**config.mk**
```make
export PLATFORM = sky130hd
export DESIGN_NAME = spi_block_sequencer
export DESIGN_NICKNAME = d
export VERILOG_FILES = /design/src/rtl/spi_block_sequencer.sv
export SDC_FILE = /design/constraint.sdc
export NUM_CORES = 1
export LEC_CHECK = 0
export ABC_AREA = 0
export BUFFER_PORTS_ARGS = -buffer_cell sky130_fd_sc_hd__buf_2
export CAP_MARGIN = 20
export CORE_UTILIZATION = 40
export CTS_CLUSTER_SIZE = 16
export DETAILED_ROUTE_END_ITERATION = 8
export PLACE_DENSITY = 0.76
export SLEW_MARGIN = 20
export SYNTH_ARGS = -nofsm -noshare
export SYNTH_HDL_FRONTEND = slang
export SYNTH_SLANG_ARGS = --single-unit
```
**constraint.sdc**
```tcl
create_clock -name FastClk -period 2 [get_ports FastClk]
set_input_delay 0.1 -clock FastClk [delete_from_list [all_inputs] [get_ports FastClk]]
set_output_delay 0.1 -clock FastClk [all_outputs]
set_load 0.01 [all_outputs]
```
**src/rtl/spi_block_sequencer.sv**
```systemverilog
// spi_block_sequencer
//   Moves a block of bytes between the on-chip buffer and the single-byte SPI
//   engine so the CPU does not have to poll every byte. It also shares the
//   buffer port with the cartridge-bus reader, which always has priority.
//
//   Optional build macro: SPI_BLOCK_SEQ_CRC16_EN adds a CRC16-CCITT
//   (poly 0x1021, init 0, MSB first) over the completed bytes. Without the
//   macro, Crc is tied to zero.
//
// Ports
//   FastClk, nReset           clock, asynchronous active-low reset
//   Start, Abort, Mode,       transfer control (Mode: 0 TX, 1 RX, 2 XCHG, 3 = RX)
//   Length                    Length is the byte count minus one
//   Busy, Done, Count         status; Count = bytes completed
//   ByteStart, ByteTx,        byte-engine handshake
//   ByteBusy, ByteRx
//   BufAddr, BufWrData,       buffer port (1-cycle read latency)
//   BufWe, BufRdData
//   CartReq, CartAddr,        cartridge read requests; the cart always wins
//   CartGrant
//   Crc                       CRC of the last transfer
module spi_block_sequencer #(
  parameter int unsigned ADDR_W    = 9,
  parameter logic [7:0]  FILL_BYTE = 8'hFF
) (
  input  logic              FastClk,
  input  logic              nReset,
  input  logic              Start,
  input  logic              Abort,
  input  logic [1:0]        Mode,
  input  logic [ADDR_W-1:0] Length,
  output logic              Busy,
  output logic              Done,
  output logic [ADDR_W:0]   Count,
  output logic              ByteStart,
  output logic [7:0]        ByteTx,
  input  logic              ByteBusy,
  input  logic [7:0]        ByteRx,
  output logic [ADDR_W-1:0] BufAddr,
  output logic [7:0]        BufWrData,
  output logic              BufWe,
  input  logic [7:0]        BufRdData,
  input  logic              CartReq,
  input  logic [ADDR_W-1:0] CartAddr,
  output logic              CartGrant,
  output logic [15:0]       Crc
);

  localparam int unsigned CW = ADDR_W + 1;

  typedef enum logic [2:0] {
    StIdle, StFetch, StFetchWait, StSend, StWait, StStore, StNext, StDone
  } state_e;

  state_e            state_q, state_d;
  logic [1:0]        mode_q, mode_d;
  logic [ADDR_W-1:0] len_q, len_d;
  logic [ADDR_W:0]   count_q, count_d;
  logic [ADDR_W-1:0] ptr_q, ptr_d;
  logic [7:0]        tx_q, tx_d;
  logic [7:0]        rx_q, rx_d;
  logic              seen_q, seen_d;    // ByteBusy has been seen high for this byte
  logic              abort_q, abort_d;  // Abort is latched until the next byte boundary

  logic              mode_fetch;

  // TX and XCHG read the buffer. RX and the reserved mode send FILL_BYTE.
  assign mode_fetch = (mode_q == 2'd0) || (mode_q == 2'd2);

  always_comb begin
    state_d   = state_q;
    mode_d    = mode_q;
    len_d     = len_q;
    count_d   = count_q;
    ptr_d     = ptr_q;
    tx_d      = tx_q;
    rx_d      = rx_q;
    seen_d    = seen_q;
    abort_d   = abort_q | Abort;
    ByteStart = 1'b0;
    BufWe     = 1'b0;
    unique case (state_q)
      StIdle: begin
        abort_d = 1'b0;
        if (Start) begin
          mode_d  = Mode;
          len_d   = Length;
          count_d = '0;
          ptr_d   = '0;
          abort_d = Abort;
          if ((Mode == 2'd0) || (Mode == 2'd2)) begin
            state_d = StFetch;
          end else begin
            tx_d    = FILL_BYTE;
            state_d = StSend;
          end
        end
      end
      StFetch: begin
        if (!CartReq) state_d = StFetchWait;
      end
      StFetchWait: begin
        // The read was issued last cycle without cart interference.
        tx_d    = BufRdData;
        state_d = StSend;
      end
      StSend: begin
        ByteStart = 1'b1;
        seen_d    = 1'b0;
        state_d   = StWait;
      end
      StWait: begin
        if (ByteBusy) begin
          seen_d = 1'b1;
        end else if (seen_q) begin
          rx_d = ByteRx;
          if (mode_q == 2'd0) begin
            count_d = count_q + CW'(1);
            ptr_d   = ptr_q + 1'b1;
            state_d = StNext;
          end else begin
            state_d = StStore;
          end
        end
      end
      StStore: begin
        if (!CartReq) begin
          BufWe   = 1'b1;
          count_d = count_q + CW'(1);
          ptr_d   = ptr_q + 1'b1;
          state_d = StNext;
        end
      end
      StNext: begin
        if ((count_q == ({1'b0, len_q} + CW'(1))) || abort_q || Abort) begin
          state_d = StDone;
        end else if (mode_fetch) begin
          state_d = StFetch;
        end else begin
          state_d = StSend;
        end
      end
      StDone: begin
        state_d = StIdle;
      end
      default: state_d = StIdle;
    endcase
  end

  always_ff @(posedge FastClk or negedge nReset) begin
    if (!nReset) begin
      state_q <= StIdle;
      mode_q  <= 2'd0;
      len_q   <= '0;
      count_q <= '0;
      ptr_q   <= '0;
      tx_q    <= 8'h00;
      rx_q    <= 8'h00;
      seen_q  <= 1'b0;
      abort_q <= 1'b0;
    end else begin
      state_q <= state_d;
      mode_q  <= mode_d;
      len_q   <= len_d;
      count_q <= count_d;
      ptr_q   <= ptr_d;
      tx_q    <= tx_d;
      rx_q    <= rx_d;
      seen_q  <= seen_d;
      abort_q <= abort_d;
    end
  end

  assign Busy      = (state_q != StIdle) && (state_q != StDone);
  assign Done      = (state_q == StDone);
  assign Count     = count_q;
  assign ByteTx    = tx_q;
  assign CartGrant = CartReq;
  assign BufAddr   = CartReq ? CartAddr : ptr_q;
  assign BufWrData = rx_q;

`ifdef SPI_BLOCK_SEQ_CRC16_EN
  function automatic logic [15:0] crc16_upd(input logic [15:0] c, input logic [7:0] d);
    logic [15:0] r;
    r = c ^ {d, 8'h00};
    for (int i = 0; i < 8; i++) begin
      r = r[15] ? ((r << 1) ^ 16'h1021) : (r << 1);
    end
    return r;
  endfunction

  logic [15:0] crc_q, crc_d;
  logic        crc_en;
  logic [7:0]  crc_byte;

  // A byte completes when TX leaves WAIT, or when RX/XCHG commits its store.
  assign crc_en   = ((state_q == StWait) && !ByteBusy && seen_q && (mode_q == 2'd0)) ||
                    ((state_q == StStore) && !CartReq);
  assign crc_byte = (state_q == StStore) ? rx_q : tx_q;

  always_comb begin
    crc_d = crc_q;
    if ((state_q == StIdle) && Start) begin
      crc_d = 16'h0000;
    end else if (crc_en) begin
      crc_d = crc16_upd(crc_q, crc_byte);
    end
  end

  always_ff @(posedge FastClk or negedge nReset) begin
    if (!nReset) crc_q <= 16'h0000;
    else         crc_q <= crc_d;
  end

  assign Crc = crc_q;
`else
  assign Crc = 16'h0000;
`endif

endmodule

```
==> results.yml <==
cells_and_area:
  area_growth_pct: 23.86
  fin_cells: 457
  diodes: 0
  final_area_um2: 3475
  final_layout_size_suffix_gt1_share_pct: 39.06
  layout_commonest_cell: "buf_2"
  fin_nets: 406
  final_cell_mix: "buf_2, dfrtp_1, mux2_2, nor2_1, o21ai_0"
synth:
  ys_ff_latch: 51
  syn_avg_cell_area_um2: 10.31
  synthFlopType: "dfrtp_1"
  synthesis.yosys.warnings: 0
  synthArstFlopShare_pct: 100.0
  syn_area_um2: 2805
  synth_edf_count: 0
  yosys.area.top_type_share_pct: 45.50
  yosysUniqueCellTypes: 45
  yosys.area.top_type: "dfrtp_1"
  synth_area_leaders: "dfrtp_1, mux2_2, buf_4"
  synth-seq-area-share_pct: 45.50
  syn_inst: 272
power:
  cellPowerDensity_nw_per_um2: 1289
  clkPwrFrac_pct: 15.2
  p_sw_share_pct: 38.22
  pwr-share-comb_pct: 45.0
  ir_worst_vdd_mv: 0.7681
  p_int_w: 0.002766
  netSwitchingPower_w: 0.001711
  seqPwrFrac_pct: 39.8
  leakage_nw: 1.653
setup_path:
  worst_setup_path_end_kind: "flip-flop"
  r2r_setup_slack_ps: 100
  critPathRequiredTime_ps: 2220
  cp_max_fo: 4
  cp.arrival_ps: 2120
  path_class: "reg2reg"
  crit_path_start_kind: "flip-flop"
global_routing:
  grt_max_degree: 29
  antenna_found_initial: 0
  track_usage_pct: 17.50
  grt_pass1_wl_um: 10320
  overflow: 0
  first_global_vias: 2235
timing:
  setup_viol: 0
  drv_slew: 0
  rsz0062_at_grt: "false"
  fin_ws_ps: 101.0
  final.period_utilization_pct: 94.95
  worst_pin_slew_ps: 640.9
  hold_slack_ps: 10.74
  tns_ps: 0
  finClkSkew_ps: 8.846
  max_slew_margin_pct: 57.27
  hold_viol: 0
  max_freq_ghz: 0.5266
  period_needed_ps: 1899
drt:
  routed_wl_um: 6026
  wl_per_cell_um: 13.19
  antenna_left: 0
  drc: 0
  num_vias: 2300
  drt_iter0_drc: 60
  drt_pass1_iterations: 4
  avgViaCountPerCell: 5.033
floorplan:
  row_count: 30
  ios: 98
  die_h_um: 85.75
  fp.dieArea_um2: 7352
  start_util_pct: 41.29
  die_w_um: 85.75
  core-area_um2: 6794
clocking:
  htreeDepth: 2
  clkSlewWorstSetupHoldPaths_ps: 90
  cts_buffers: 5
  cts_root_buf: "clkbuf_8"
  cts_max_path_buffers: 2
  cts_tree: "done"
  clock_latency_ps: 290
  cts_sinks: 51
worst_hold_path:
  min_path_type: "in2reg"
placement:
  place_area_um2: 3336
  port_buffers: 81
  place_inst: 448
  place_ws_ps: 3.655
  dp_hpwl_um: 4549
  place_congestion: 0.8669
status:
  run_status: "complete, no violations"
flow_run:
  drv_cap: 0
power by group through the flow:
stage	Sequential [W]	Clock (W)	Combinational, W
3_5_place_dp	0.00178	0	0.00199
5_1_grt	0.00185	0.000748	0.00224
4_1_cts	0.00177	0.000709	0.00201
3_3_place_gp	0.00177	0	0.00193
2_1_floorplan	0.00177	0	0.00130
6_report	0.00178	0.000681	0.00201
metal layers:
metal  track usage (%)  up-vias  wire [µm]
met5                 0        -          0
met4             4.091        0         56
li1                  -     1121          -
met2             31.93       83       3063
met3             3.946        6        316
met1             20.95     1090       2589
layout make-up:
cell class,instances,area (µm²)
multi-input combinational,201,1405
tap,96,120.1
sequential,51,1279
clock inverter,1,30.03
timing repair buffer,96,545.5
clock buffer,6,72.57
inverter,6,22.52
fill,627,3319
flip-flops by register name, indices dropped and copies added, names as in the netlist:
name / cells
BufWrData: 8
ByteTx: 8
Count: 10
abort_q: 1
len_q: 9
mode_q: 2
ptr_q: 9
seen_q: 1
state_q: 3
per-stage QoR:
stage	power [W]	util (%)
CTS	0.004493	50.87
floorplan	0.003074	-
detailed placement	0.003769	49.10
global route	0.004846	51.14
finish	0.004477	51.14
global placement	0.003703	49.10
cell families after synthesis:
family | share of synthesized area (%)
adder cells (fa/ha/maj) | 1.338
flip-flops | 45.49
AO/OA/AOI/OAI | 11.86
buffers and inverters | 7.181
multiplexers | 11.86
other | 0.1337
XOR/XNOR | 6.244
AND/OR/NAND/NOR | 15.88
path summary, 6_finish.rpt:
kind / startpoint / to / cells after the start
max in group asynchronous: nReset / state_q[2] / 3
max reg2reg: len_q[1] / state_q[2] / 7
min: Length[8] / len_q[8] / 3
min reg2reg: ByteTx[3] / ByteTx[3] / 1
min in group asynchronous: nReset / ByteTx[2] / 2
max: len_q[1] / state_q[2] / 7
repair_timing:
item                                    CTS  global route
setup buffers                             1             0
endpoints found under the setup margin    1             5
gates resized for setup                   0             9
pin swaps                                 0             5
endpoints found under the hold margin    27             0
hold buffers                              1             0
worst max-delay path, stage by stage (launching register included):
cell	delay, ps
dfrtp_1	400
ha_2	200
nand2_2	70
or3_1	340
a32oi_1	210
a21oi_1	90
o41a_1	370
o21ai_1	140
cell usage after synthesis (4+ instances only):
cell type  instances
nor2b_1            5
buf_4             17
buf_2              5
a21oi_1            9
mux2_2            26
and3_1             8
xor2_1            14
clkbuf_1           6
nor2_1            20
inv_1              6
xnor2_1            6
or3_1              4
o22a_1             8
nand2_1           16
mux2i_1            4
nand4_1           11
dfrtp_1           51
o21ai_0           17
Power figures use the tool's default switching activity.
